$ cat src/rtl/vga_timing_gen_if.sv
// VGA raster bundle: pattern controls in, DAC pins and raster position/strobes out.
interface vga_timing_gen_if #(
    parameter int unsigned CW = 11
);
    logic [1:0]    mode;
    logic [23:0]   fg_rgb;
    logic          VGA_CLK;
    logic          VGA_BLANK_N;
    logic          VGA_SYNC_N;
    logic          VGA_HS;
    logic          VGA_VS;
    logic [7:0]    VGA_R;
    logic [7:0]    VGA_G;
    logic [7:0]    VGA_B;
    logic [CW-1:0] H_Cont;
    logic [CW-1:0] V_Cont;
    logic          pix_ce;
    logic          line_start;
    logic          frame_start;

    // Raster source side (the timing generator).
    modport master (
        input  mode, fg_rgb,
        output VGA_CLK, VGA_BLANK_N, VGA_SYNC_N, VGA_HS, VGA_VS,
        output VGA_R, VGA_G, VGA_B, H_Cont, V_Cont,
        output pix_ce, line_start, frame_start
    );

    // Consumer side (DAC pins, downstream logic, bench).
    modport slave (
        output mode, fg_rgb,
        input  VGA_CLK, VGA_BLANK_N, VGA_SYNC_N, VGA_HS, VGA_VS,
        input  VGA_R, VGA_G, VGA_B, H_Cont, V_Cont,
        input  pix_ce, line_start, frame_start
    );
endinterface

$ cat src/rtl/vga_timing_gen.sv
// Parametrised VGA raster engine: pixel clock-enable divider, programmable h/v timing with
// selectable sync polarity, and a registered RGB stage with four built-in test patterns.
module vga_timing_gen #(
    parameter int unsigned CLK_DIV  = 2,
    parameter int unsigned H_ACTIVE = 640,
    parameter int unsigned H_FP     = 16,
    parameter int unsigned H_SYNC   = 96,
    parameter int unsigned H_BP     = 48,
    parameter int unsigned V_ACTIVE = 480,
    parameter int unsigned V_FP     = 10,
    parameter int unsigned V_SYNC   = 2,
    parameter int unsigned V_BP     = 33,
    parameter bit          HS_POL   = 1'b0,
    parameter bit          VS_POL   = 1'b0,
    parameter int unsigned CW       = 11,
    parameter int unsigned CHK_LOG2 = 5
) (
    input logic              CLOCK_50,
    input logic              rst,
    vga_timing_gen_if.master vga
);

    localparam int unsigned H_TOTAL = H_ACTIVE + H_FP + H_SYNC + H_BP;
    localparam int unsigned V_TOTAL = V_ACTIVE + V_FP + V_SYNC + V_BP;
    localparam int unsigned DW      = (CLK_DIV > 2) ? $clog2(CLK_DIV) : 1;

    localparam logic [DW-1:0] DCNT_LAST  = DW'(CLK_DIV - 1);
    localparam logic [DW-1:0] DCNT_HALF  = DW'(CLK_DIV / 2);
    localparam logic [CW-1:0] H_LAST     = CW'(H_TOTAL - 1);
    localparam logic [CW-1:0] V_LAST     = CW'(V_TOTAL - 1);
    localparam logic [CW-1:0] H_ACT      = CW'(H_ACTIVE);
    localparam logic [CW-1:0] V_ACT      = CW'(V_ACTIVE);
    localparam logic [CW-1:0] H_SYNC_ON  = CW'(H_ACTIVE + H_FP);
    localparam logic [CW-1:0] H_SYNC_OFF = CW'(H_ACTIVE + H_FP + H_SYNC);
    localparam logic [CW-1:0] V_SYNC_ON  = CW'(V_ACTIVE + V_FP);
    localparam logic [CW-1:0] V_SYNC_OFF = CW'(V_ACTIVE + V_FP + V_SYNC);
    // Last in-bar offset of bars 0..6; bar 7 absorbs the H_ACTIVE % 8 remainder.
    localparam logic [CW-1:0] BAR_LAST   = CW'(H_ACTIVE / 8 - 1);

    // Pattern select encodings.
    localparam logic [1:0] ModeSolid    = 2'd0;
    localparam logic [1:0] ModeBars     = 2'd1;
    localparam logic [1:0] ModeChecker  = 2'd2;
    localparam logic [1:0] ModeGradient = 2'd3;

    // ------------------------------------------------------------------------
    // State
    // ------------------------------------------------------------------------
    logic          run_q;
    logic [DW-1:0] dcnt_q, dcnt_d;
    logic          vga_clk_q, vga_clk_d;
    logic [CW-1:0] h_q, h_d;
    logic [CW-1:0] v_q, v_d;
    logic [CW-1:0] bar_cnt_q, bar_cnt_d;
    logic [2:0]    bar_idx_q, bar_idx_d;
    logic [1:0]    mode_q, mode_d;

    logic          blank_n_q, blank_n_d;
    logic          hs_q, hs_d;
    logic          vs_q, vs_d;
    logic [23:0]   rgb_q, rgb_d;
    logic [CW-1:0] hcont_q, hcont_d;
    logic [CW-1:0] vcont_q, vcont_d;
    logic          ls_q, ls_d;
    logic          fs_q, fs_d;

    // Combinational decode
    logic          pix_ce;
    logic          h_wrap;
    logic          v_wrap;
    logic          active;
    logic          hs_on;
    logic          vs_on;
    logic [23:0]   bar_rgb;
    logic          chk_sel;
    logic [8:0]    grad_sum;
    logic [23:0]   pat_rgb;

    // Reset release is re-timed by one flop so the divider starts cleanly on a clock edge.
    always_ff @(posedge CLOCK_50 or negedge rst) begin
        if (!rst) begin
            run_q <= 1'b0;
        end else begin
            run_q <= 1'b1;
        end
    end

    // ------------------------------------------------------------------------
    // Pixel divider
    // ------------------------------------------------------------------------
    assign pix_ce = run_q && (dcnt_q == DCNT_LAST);

    // Divider next state; VGA_CLK is low for the first half of each pixel so its rising
    // edge lands mid-pixel while the registered outputs are stable.
    always_comb begin
        dcnt_d = dcnt_q;
        if (run_q) begin
            dcnt_d = pix_ce ? '0 : dcnt_q + 1'b1;
        end
        vga_clk_d = (dcnt_d >= DCNT_HALF);
    end

    // ------------------------------------------------------------------------
    // Raster counters
    // ------------------------------------------------------------------------
    assign h_wrap = (h_q == H_LAST);
    assign v_wrap = (v_q == V_LAST);

    // Horizontal/vertical position, advanced once per pixel.
    always_comb begin
        h_d = h_q;
        v_d = v_q;
        if (pix_ce) begin
            h_d = h_wrap ? '0 : h_q + 1'b1;
            if (h_wrap) begin
                v_d = v_wrap ? '0 : v_q + 1'b1;
            end
        end
    end

    // Bar index tracked alongside h so no divider by H_ACTIVE/8 is needed.
    always_comb begin
        bar_cnt_d = bar_cnt_q;
        bar_idx_d = bar_idx_q;
        if (pix_ce) begin
            if (h_wrap) begin
                bar_cnt_d = '0;
                bar_idx_d = '0;
            end else if (bar_idx_q != 3'd7) begin
                if (bar_cnt_q == BAR_LAST) begin
                    bar_cnt_d = '0;
                    bar_idx_d = bar_idx_q + 3'd1;
                end else begin
                    bar_cnt_d = bar_cnt_q + 1'b1;
                end
            end
        end
    end

    // Pattern select is only taken at the frame boundary so a frame never mixes patterns.
    always_comb begin
        mode_d = mode_q;
        if (pix_ce && h_wrap && v_wrap) begin
            mode_d = vga.mode;
        end
    end

    // ------------------------------------------------------------------------
    // Decode of the current counter position
    // ------------------------------------------------------------------------
    assign active   = (h_q < H_ACT) && (v_q < V_ACT);
    assign hs_on    = (h_q >= H_SYNC_ON) && (h_q < H_SYNC_OFF);
    assign vs_on    = (v_q >= V_SYNC_ON) && (v_q < V_SYNC_OFF);
    assign chk_sel  = h_q[CHK_LOG2] ^ v_q[CHK_LOG2];
    assign grad_sum = {1'b0, h_q[7:0]} + {1'b0, v_q[7:0]};

    // Colour-bar palette, left to right.
    always_comb begin
        bar_rgb = 24'h000000;
        unique case (bar_idx_q)
            3'd0: bar_rgb = 24'hFFFFFF;  // white
            3'd1: bar_rgb = 24'hFFFF00;  // yellow
            3'd2: bar_rgb = 24'h00FFFF;  // cyan
            3'd3: bar_rgb = 24'h00FF00;  // green
            3'd4: bar_rgb = 24'hFF00FF;  // magenta
            3'd5: bar_rgb = 24'hFF0000;  // red
            3'd6: bar_rgb = 24'h0000FF;  // blue
            3'd7: bar_rgb = 24'h000000;  // black
        endcase
    end

    // Pattern generator; blanked pixels are forced black.
    always_comb begin
        pat_rgb = 24'h000000;
        unique case (mode_q)
            ModeSolid:    pat_rgb = vga.fg_rgb;
            ModeBars:     pat_rgb = bar_rgb;
            ModeChecker:  pat_rgb = chk_sel ? vga.fg_rgb : 24'h000000;
            ModeGradient: pat_rgb = {h_q[7:0], v_q[7:0], grad_sum[8:1]};
        endcase
        if (!active) begin
            pat_rgb = 24'h000000;
        end
    end

    // Output stage: everything captured on the same pix_ce from the same counters so all
    // pins and position reports stay mutually aligned, one pixel behind the counters.
    always_comb begin
        blank_n_d = blank_n_q;
        hs_d      = hs_q;
        vs_d      = vs_q;
        rgb_d     = rgb_q;
        hcont_d   = hcont_q;
        vcont_d   = vcont_q;
        ls_d      = ls_q;
        fs_d      = fs_q;
        if (pix_ce) begin
            blank_n_d = active;
            hs_d      = hs_on ? HS_POL : !HS_POL;
            vs_d      = vs_on ? VS_POL : !VS_POL;
            rgb_d     = pat_rgb;
            hcont_d   = h_q;
            vcont_d   = v_q;
            ls_d      = (h_q == '0);
            fs_d      = (h_q == '0) && (v_q == '0);
        end
    end

    // All state registers; reset returns to the idle, deasserted-sync state immediately.
    always_ff @(posedge CLOCK_50 or negedge rst) begin
        if (!rst) begin
            dcnt_q    <= '0;
            vga_clk_q <= 1'b0;
            h_q       <= '0;
            v_q       <= '0;
            bar_cnt_q <= '0;
            bar_idx_q <= '0;
            mode_q    <= ModeSolid;
            blank_n_q <= 1'b0;
            hs_q      <= !HS_POL;
            vs_q      <= !VS_POL;
            rgb_q     <= '0;
            hcont_q   <= '0;
            vcont_q   <= '0;
            ls_q      <= 1'b0;
            fs_q      <= 1'b0;
        end else begin
            dcnt_q    <= dcnt_d;
            vga_clk_q <= vga_clk_d;
            h_q       <= h_d;
            v_q       <= v_d;
            bar_cnt_q <= bar_cnt_d;
            bar_idx_q <= bar_idx_d;
            mode_q    <= mode_d;
            blank_n_q <= blank_n_d;
            hs_q      <= hs_d;
            vs_q      <= vs_d;
            rgb_q     <= rgb_d;
            hcont_q   <= hcont_d;
            vcont_q   <= vcont_d;
            ls_q      <= ls_d;
            fs_q      <= fs_d;
        end
    end

    // ------------------------------------------------------------------------
    // Outputs
    // ------------------------------------------------------------------------
    assign vga.VGA_CLK     = vga_clk_q;
    assign vga.VGA_BLANK_N = blank_n_q;
    assign vga.VGA_SYNC_N  = 1'b0;
    assign vga.VGA_HS      = hs_q;
    assign vga.VGA_VS      = vs_q;
    assign vga.VGA_R       = rgb_q[23:16];
    assign vga.VGA_G       = rgb_q[15:8];
    assign vga.VGA_B       = rgb_q[7:0];
    assign vga.H_Cont      = hcont_q;
    assign vga.V_Cont      = vcont_q;
    assign vga.pix_ce      = pix_ce;
    assign vga.line_start  = ls_q;
    assign vga.frame_start = fs_q;

endmodule

$ cat src/flat_wrapper.sv
// flat-port wrapper written by rule: the top's interface ports become plain ports
module vga_timing_gen_flat 
#(
    parameter int unsigned CLK_DIV  = 2,
    parameter int unsigned H_ACTIVE = 640,
    parameter int unsigned H_FP     = 16,
    parameter int unsigned H_SYNC   = 96,
    parameter int unsigned H_BP     = 48,
    parameter int unsigned V_ACTIVE = 480,
    parameter int unsigned V_FP     = 10,
    parameter int unsigned V_SYNC   = 2,
    parameter int unsigned V_BP     = 33,
    parameter bit          HS_POL   = 1'b0,
    parameter bit          VS_POL   = 1'b0,
    parameter int unsigned CW       = 11,
    parameter int unsigned CHK_LOG2 = 5
)
  (CLOCK_50, rst, vga_mode, vga_fg_rgb, vga_VGA_CLK, vga_VGA_BLANK_N, vga_VGA_SYNC_N, vga_VGA_HS, vga_VGA_VS, vga_VGA_R, vga_VGA_G, vga_VGA_B, vga_H_Cont, vga_V_Cont, vga_pix_ce, vga_line_start, vga_frame_start);
  vga_timing_gen_if #(.CW(CW)) vga_i ();
  input logic CLOCK_50;
  input logic rst;
  input wire logic [$bits(vga_i.mode)-1:0] vga_mode;
  input wire logic [$bits(vga_i.fg_rgb)-1:0] vga_fg_rgb;
  output wire logic [$bits(vga_i.VGA_CLK)-1:0] vga_VGA_CLK;
  output wire logic [$bits(vga_i.VGA_BLANK_N)-1:0] vga_VGA_BLANK_N;
  output wire logic [$bits(vga_i.VGA_SYNC_N)-1:0] vga_VGA_SYNC_N;
  output wire logic [$bits(vga_i.VGA_HS)-1:0] vga_VGA_HS;
  output wire logic [$bits(vga_i.VGA_VS)-1:0] vga_VGA_VS;
  output wire logic [$bits(vga_i.VGA_R)-1:0] vga_VGA_R;
  output wire logic [$bits(vga_i.VGA_G)-1:0] vga_VGA_G;
  output wire logic [$bits(vga_i.VGA_B)-1:0] vga_VGA_B;
  output wire logic [$bits(vga_i.H_Cont)-1:0] vga_H_Cont;
  output wire logic [$bits(vga_i.V_Cont)-1:0] vga_V_Cont;
  output wire logic [$bits(vga_i.pix_ce)-1:0] vga_pix_ce;
  output wire logic [$bits(vga_i.line_start)-1:0] vga_line_start;
  output wire logic [$bits(vga_i.frame_start)-1:0] vga_frame_start;
  assign vga_i.mode = vga_mode;
  assign vga_i.fg_rgb = vga_fg_rgb;
  assign vga_VGA_CLK = vga_i.VGA_CLK;
  assign vga_VGA_BLANK_N = vga_i.VGA_BLANK_N;
  assign vga_VGA_SYNC_N = vga_i.VGA_SYNC_N;
  assign vga_VGA_HS = vga_i.VGA_HS;
  assign vga_VGA_VS = vga_i.VGA_VS;
  assign vga_VGA_R = vga_i.VGA_R;
  assign vga_VGA_G = vga_i.VGA_G;
  assign vga_VGA_B = vga_i.VGA_B;
  assign vga_H_Cont = vga_i.H_Cont;
  assign vga_V_Cont = vga_i.V_Cont;
  assign vga_pix_ce = vga_i.pix_ce;
  assign vga_line_start = vga_i.line_start;
  assign vga_frame_start = vga_i.frame_start;
  vga_timing_gen #(.CLK_DIV(CLK_DIV), .H_ACTIVE(H_ACTIVE), .H_FP(H_FP), .H_SYNC(H_SYNC), .H_BP(H_BP), .V_ACTIVE(V_ACTIVE), .V_FP(V_FP), .V_SYNC(V_SYNC), .V_BP(V_BP), .HS_POL(HS_POL), .VS_POL(VS_POL), .CW(CW), .CHK_LOG2(CHK_LOG2)) u_core (.CLOCK_50(CLOCK_50), .rst(rst), .vga(vga_i));
endmodule
$ cat config.mk
export PLATFORM = sky130hd
export DESIGN_NAME = vga_timing_gen_flat
export DESIGN_NICKNAME = d
export VERILOG_FILES = /design/src/rtl/vga_timing_gen_if.sv /design/src/rtl/vga_timing_gen.sv /design/src/flat_wrapper.sv
export SDC_FILE = /design/constraint.sdc
export NUM_CORES = 1
export LEC_CHECK = 0
export CORE_MARGIN = 5
export CORE_UTILIZATION = 55
export CTS_CLUSTER_SIZE = 30
export DETAILED_ROUTE_END_ITERATION = 8
export GPL_TIMING_DRIVEN = 0
export MAX_ROUTING_LAYER = met4
export PLACE_DENSITY = 0.87
export SYNTH_ARGS = -nofsm -noshare
export SYNTH_HDL_FRONTEND = slang
export SYNTH_SLANG_ARGS = --single-unit
export TNS_END_PERCENT = 30
$ cat constraint.sdc
create_clock -name CLOCK_50 -period 5.2 [get_ports CLOCK_50]
set_input_delay 1.56 -clock CLOCK_50 [delete_from_list [all_inputs] [get_ports CLOCK_50]]
set_output_delay 1.56 -clock CLOCK_50 [all_outputs]
set_load 0.01 [all_outputs]
# Word level (Yosys, flattened, before mapping)
# Memory sizes are Yosys's and may differ from the RTL's.
# Index checks and enable logic that the tools add are counted.
[op_classes]
reduce_logical = 15
n_eq_ne = 7
n_mux = 15
bitwise = 1
addsub = 6
order_cmp = 7
[ops]
columns = ["op", "count"]
rows = [
  ["one-hot mux 24 bit (4 select lines)", 1],
  ["two-way mux 11 bit", 5],
  ["two-way mux 24 bit", 2],
  ["adder 11 x 1 -> 11 bit, second input constant", 3],
  ["== test 11 x 10 -> 1 bit, second input constant", 2],
  ["logical NOT 11 bit", 2],
  ["less-than comparator 11 x 10 -> 1 bit, second input constant", 2],
  ["less-than comparator 11 x 9 -> 1 bit, second input constant", 2],
  ["== test 11 x 7 -> 1 bit, second input constant", 1],
  ["greater-or-equal comparator 11 x 10 -> 1 bit, second input constant", 1],
  ["greater-or-equal comparator 11 x 9 -> 1 bit, second input constant", 1],
  ["adder 8 x 8 -> 9 bit", 1],
  ["two-way mux 3 bit", 3],
  ["logical AND 1 bit", 7],
  ["== test 2 bit, second input constant", 2],
  ["two-way mux 1 bit", 4],
  ["AND reduction 2 bit", 2],
  ["nonzero test 2 bit", 2],
  ["adder 3 x 1 -> 3 bit, second input constant", 1],
  ["!= test 3 bit, second input constant", 1],
  ["AND reduction 3 bit", 1],
  ["== test 2 x 1 -> 1 bit, second input constant", 1],
  ["logical NOT 2 bit", 1],
  ["adder 1 bit, second input constant", 1],
  ["other kinds (2)", 2],
]
[totals]
n_memories = 1
input_bits = 28
reg_bits = 92
output_inout_bits = 54
mem_bits_ro = 192
[memory_table]
columns = ["memory", "depth", "width", "read_ports", "rd_ports_with_merged_regs", "wr", "line", "text"]
rows = [
  ["(name not given)", 8, 24, 1, 0, 0, "vga_timing_gen.sv:160", "unique case (bar_idx_q)"],
]

# Logic depth before layout (Yosys ltp)
[depth]
ltp_word = 4
depth_mapped = 7
depth_no_buf = 7

# Worst setup path before layout
# Ideal clock, no wire load.
[synth_path]
path_kind = "input to register"
from = "input port vga_fg_rgb[7]"
to = "register u_core.rgb_q[7]"
path_buffers = 0
slack_ns = 2.961
t_required_ns = 5.066
setup_time_ns = 0.134
t_arrival_ns = 2.106
cell_stages = 4
cell_sequence = "a21o_1 > a21o_1 > nor3_1 > o22ai_1"
[synth_between]
elab_chain_cells = 3
[synth_lines]
columns = ["item", "line", "text"]
rows = [
  ["start, declared", "flat_wrapper.sv:23", "input wire logic [$bits(vga_i.fg_rgb)-1:0] vga_fg_rgb;"],
  ["two-way mux 24 bit", "vga_timing_gen.sv:178", "ModeChecker: pat_rgb = chk_sel ? vga.fg_rgb : 24'h000000;"],
  ["one-hot mux 24 bit (4 select lines) *", "vga_timing_gen.sv:175", "unique case (mode_q)"],
  ["two-way mux 24 bit *", "vga_timing_gen.sv:181", "if (!active) begin"],
  ["end signal, assigned", "vga_timing_gen.sv:238", "rgb_q <= rgb_d;"],
  ["end, declared", "vga_timing_gen.sv:61", "logic [23:0] rgb_q, rgb_d;"],
]
# Mark *: on every way between the ends. The rest lies on a longest branch, timed or not.
# A chain may end at the register's enable or synchronous reset.

# Final worst setup path
[layout_path]
from = "register u_core.dcnt_q"
to = "output port vga_pix_ce"
[layout_between]
elab_chain_cells = 1
[layout_lines]
columns = ["item", "line", "text"]
rows = [
  ["start, declared", "vga_timing_gen.sv:50", "logic [DW-1:0] dcnt_q, dcnt_d;"],
  ["start signal, assigned", "vga_timing_gen.sv:228", "dcnt_q <= dcnt_d;"],
  ["logical AND 1 bit", "vga_timing_gen.sv:91", "assign pix_ce = run_q && (dcnt_q == DCNT_LAST);"],
  ["end, declared", "flat_wrapper.sv:34", "output wire logic [$bits(vga_i.pix_ce)-1:0] vga_pix_ce;"],
]
# No other way between the ends.

==> flow_metrics.py <==
metrics = {
    "synthesis": {
        "yosysUniqueCellTypes": 59,
        "async_reset_ff_share_pct": 100,
        "syn_inst": 504,
        "yosys-top-cells-count": "dfrtp_1 (89), o21ai_0 (70), nand2_1 (34)",
        "avgSynthCellArea_um2": 9.62,
        "synth_flop_cell": "dfrtp_1",
        "yosysWarnings": 0,
        "yosys.area.top_type": "dfrtp_1",
        "synth_nets": 548,
        "synth_seq_cells": 91,
        "synth_top_area_share_pct": 45.9,
        "yosys-top-cells-area": "dfrtp_1 (46%), o21ai_0 (7.2%), mux2_2 (5.6%)",
        "yosysSeqAreaShare_pct": 47.0,
        "synthesis.area_um2": 4850,
        "synth-edff-count": 0,
        "synthMostInstantiatedCell": "dfrtp_1",
    },
    "power": {
        "power_density_nw_per_um2": 382,
        "leakage_nw": 2.59,
        "ir_worst_vdd_mv": 0.176,
    },
    "clock_network": {
        "clkTransAtPathRegs_ns": 0.09,
        "post-cts-setup-buffer-count": 0,
        "clk_latency_ns": 0.36,
        "numCtsBuffers": 9,
        "holdBufCountCts": 0,
        "cts.sinks": 91,
        "cts_resized": 0,
        "clock_path_buffers": 2,
        "htree_levels": 3,
        "cts-root-buf": "clkbuf_8",
        "cts_tree": "built",
    },
    "critical_path": {
        "path_cells": "ha_1 > clkdlybuf4s50_1",
        "worst_setup_path_end_kind": "output pin",
        "criticalPathCategory": "reg -> out",
        "critPathTopFamily": "buffers and inverters",
        "critPathRequiredTime_ns": 3.64,
        "worst-path-buf-inv": 1,
        "setup.worst_path.start": "u_core.dcnt_q",
        "critPathLaunchType": "flip-flop",
        "path_max_fanout": 4,
        "cp.arrival_ns": 1.56,
        "r2r_start": "u_core.dcnt_q",
        "slowest_delay_ns": 0.58,
        "crit_slowest_cell": "clkdlybuf4s50_1",
    },
    "detailed_routing": {
        "drtPass1Iterations": 5,
        "antenna_left": 0,
        "vias_per_cell": 6.14,
        "wl_per_cell_um": 18.3,
        "routed_wirelength_mm": 13.0,
        "vias": 4352,
        "drc": 0,
        "drt_iter0_markers": 267,
    },
    "global_routing": {
        "antenna_found_initial": 0,
        "use_met1_pct": 32.1,
        "grt_usage_pct": 25.0,
        "busiest_layer": "met2",
        "use_met3_pct": 5.15,
        "grt-ovfl-total": 0,
        "grt_pass1_wl_mm": 21.7,
        "use_met2_pct": 38.8,
        "grt_pass1_vias": 4398,
        "grt_max_degree": 61,
    },
    "min_path": {
        "min_from": "u_core.run_q",
        "worstHoldPathType": "reg -> reg",
    },
    "sta": {
        "finalClockSkew_ns": 0.0114,
        "fin_tns_setup_ns": 0,
        "slew_headroom_pct": 51.6,
        "worstMarginPinSlew_ns": 0.726,
        "fin_crit_ns": 3.12,
        "setup-violations-final": 0,
        "drv_slew": 0,
        "max_freq_ghz": 0.321,
        "post-route-period-util_pct": 60.0,
        "hold_violations": 0,
        "rsz0062_at_grt": "no",
    },
    "final_layout": {
        "design_area_um2": 6020,
        "fillCellCount": 670,
        "instances_no_fill": 709,
        "drive_above_1_share_pct": 10.6,
        "syn2layout_area_growth_pct": 24.1,
        "final_nets": 640,
        "num_antenna_cells": 0,
        "seq_area_um2": 2280,
        "multiInputGateArea_um2": 2310,
    },
    "die": {
        "initial_utilization_pct": 55.9,
        "coreArea_um2": 8680,
        "dieWidth_um": 104,
        "rows": 34,
        "die_h_um": 104,
        "ios": 82,
        "die_area_um2": 10800,
    },
    "place": {
        "portBuffers": 80,
        "post_dp_cell_area_um2": 5810,
        "dp_hpwl_mm": 9.44,
        "place_inst": 693,
        "gp_congestion": 0.944,
    },
    "flow_run": {
        "maxCapViolCount": 0,
    },
    "status": {
        "status": "completed",
    },
}
-- cell families (layout without fill, tap and decap cells) --
kind of cell | count (synthesis) | count (layout) | share of synthesized area, %
other | 2 | 2 | 0.155
xor gates and xnor gates | 9 | 9 | 1.62
adders and majority gates | 16 | 16 | 4.28
DFF | 91 | 91 | 47.0
and+or+nand+nor | 145 | 145 | 16.1
muxes | 27 | 27 | 6.29
buffers and inverters | 61 | 158 | 5.36
AOI/OAI and AO/OA | 153 | 153 | 19.1
-- power breakdown --
group | switching (mW) | total (mW) | internal (mW) | leakage, nW
clock | 0.266 | 0.506 | 0.240 | 0.107
sequential | 0.113 | 0.979 | 0.867 | 1.20
combinational | 0.409 | 0.814 | 0.405 | 1.28
total | 0.788 | 2.30 | 1.51 | 2.59
-- state kept, by name, indices dropped and copies added (netlist names) --
name and flops:
u_core.rgb_q 24, u_core.bar_cnt_q 11, u_core.h_q 11, u_core.v_q 11, u_core.vga.H_Cont 11, u_core.vga.V_Cont 11, u_core.bar_idx_q 3, u_core.mode_q 2
u_core.dcnt_q 1, u_core.run_q 1, u_core.vga.VGA_BLANK_N 1, u_core.vga.VGA_HS 1, u_core.vga.VGA_VS 1, u_core.vga.frame_start 1, u_core.vga.line_start 1
-- metrics by stage --
step / hold slack, ns / util (%) / power [mW] / worst slack (ns)
final: 0.472 / 69.4 / 2.30 / 2.08
after global routing: 0.506 / 69.4 / 2.43 / 2.04
after CTS: 0.478 / 69.4 / 2.31 / 2.08
after detailed placement: 0.457 / 67.0 / 1.80 / 2.44
after global placement: 0.447 / 66.7 / 1.77 / -0.617
after floorplan: 0.443 / - / 1.38 / 2.96
-- final cells by class --
cell class,count,area share [%]
clock inverters,6,1.16
inverters,33,2.06
clock buffers,10,2.29
well taps,108,2.24
repair buffers,81,13.7
multi-input cells,352,38.4
plain buffers,28,2.27
flip-flops and latches,91,37.9
-- placed cells by master (no fill, tap or decap), types with 4 or more instances in the layout --
cell type         n
nor2b_1           7
a31oi_1           4
o22ai_1          11
dfrtp_1          89
nor3_1            9
o21ai_0          70
nand2b_1          8
nand3_1          12
xnor2_1           5
or3_1             6
o211ai_1         19
a21o_1            5
ha_1             15
o31ai_1           7
xor2_1            4
mux2_2           24
clkbuf_1         18
nor2_1           33
nand2_1          34
inv_1            32
and3_1            8
buf_2             4
nand4_1           7
clkbuf_8         10
a21oi_1          18
o221ai_1          4
clkdlybuf4s50_1  79
-- final timing paths --
check	endpoint	slack (ns)	depth (start not counted)
max	vga_pix_ce	2.08	2
min	u_core.dcnt_q	0.47	1
max reg2reg	u_core.rgb_q[14]	2.59	6
min reg2reg	u_core.dcnt_q	0.47	1
max in group asynchronous	u_core.vga.VGA_VS	3.40	2
min in group asynchronous	u_core.rgb_q[9]	1.13	1
-- metal layers --
metal | up-vias | routed length [um]
li1 | 2004 | -
met1 | 2108 | 5520
met2 | 197 | 6130
met3 | 43 | 887
met4 | 0 | 435
met5 | - | 0
No activity file was read; power rests on OpenSTA's default activity.
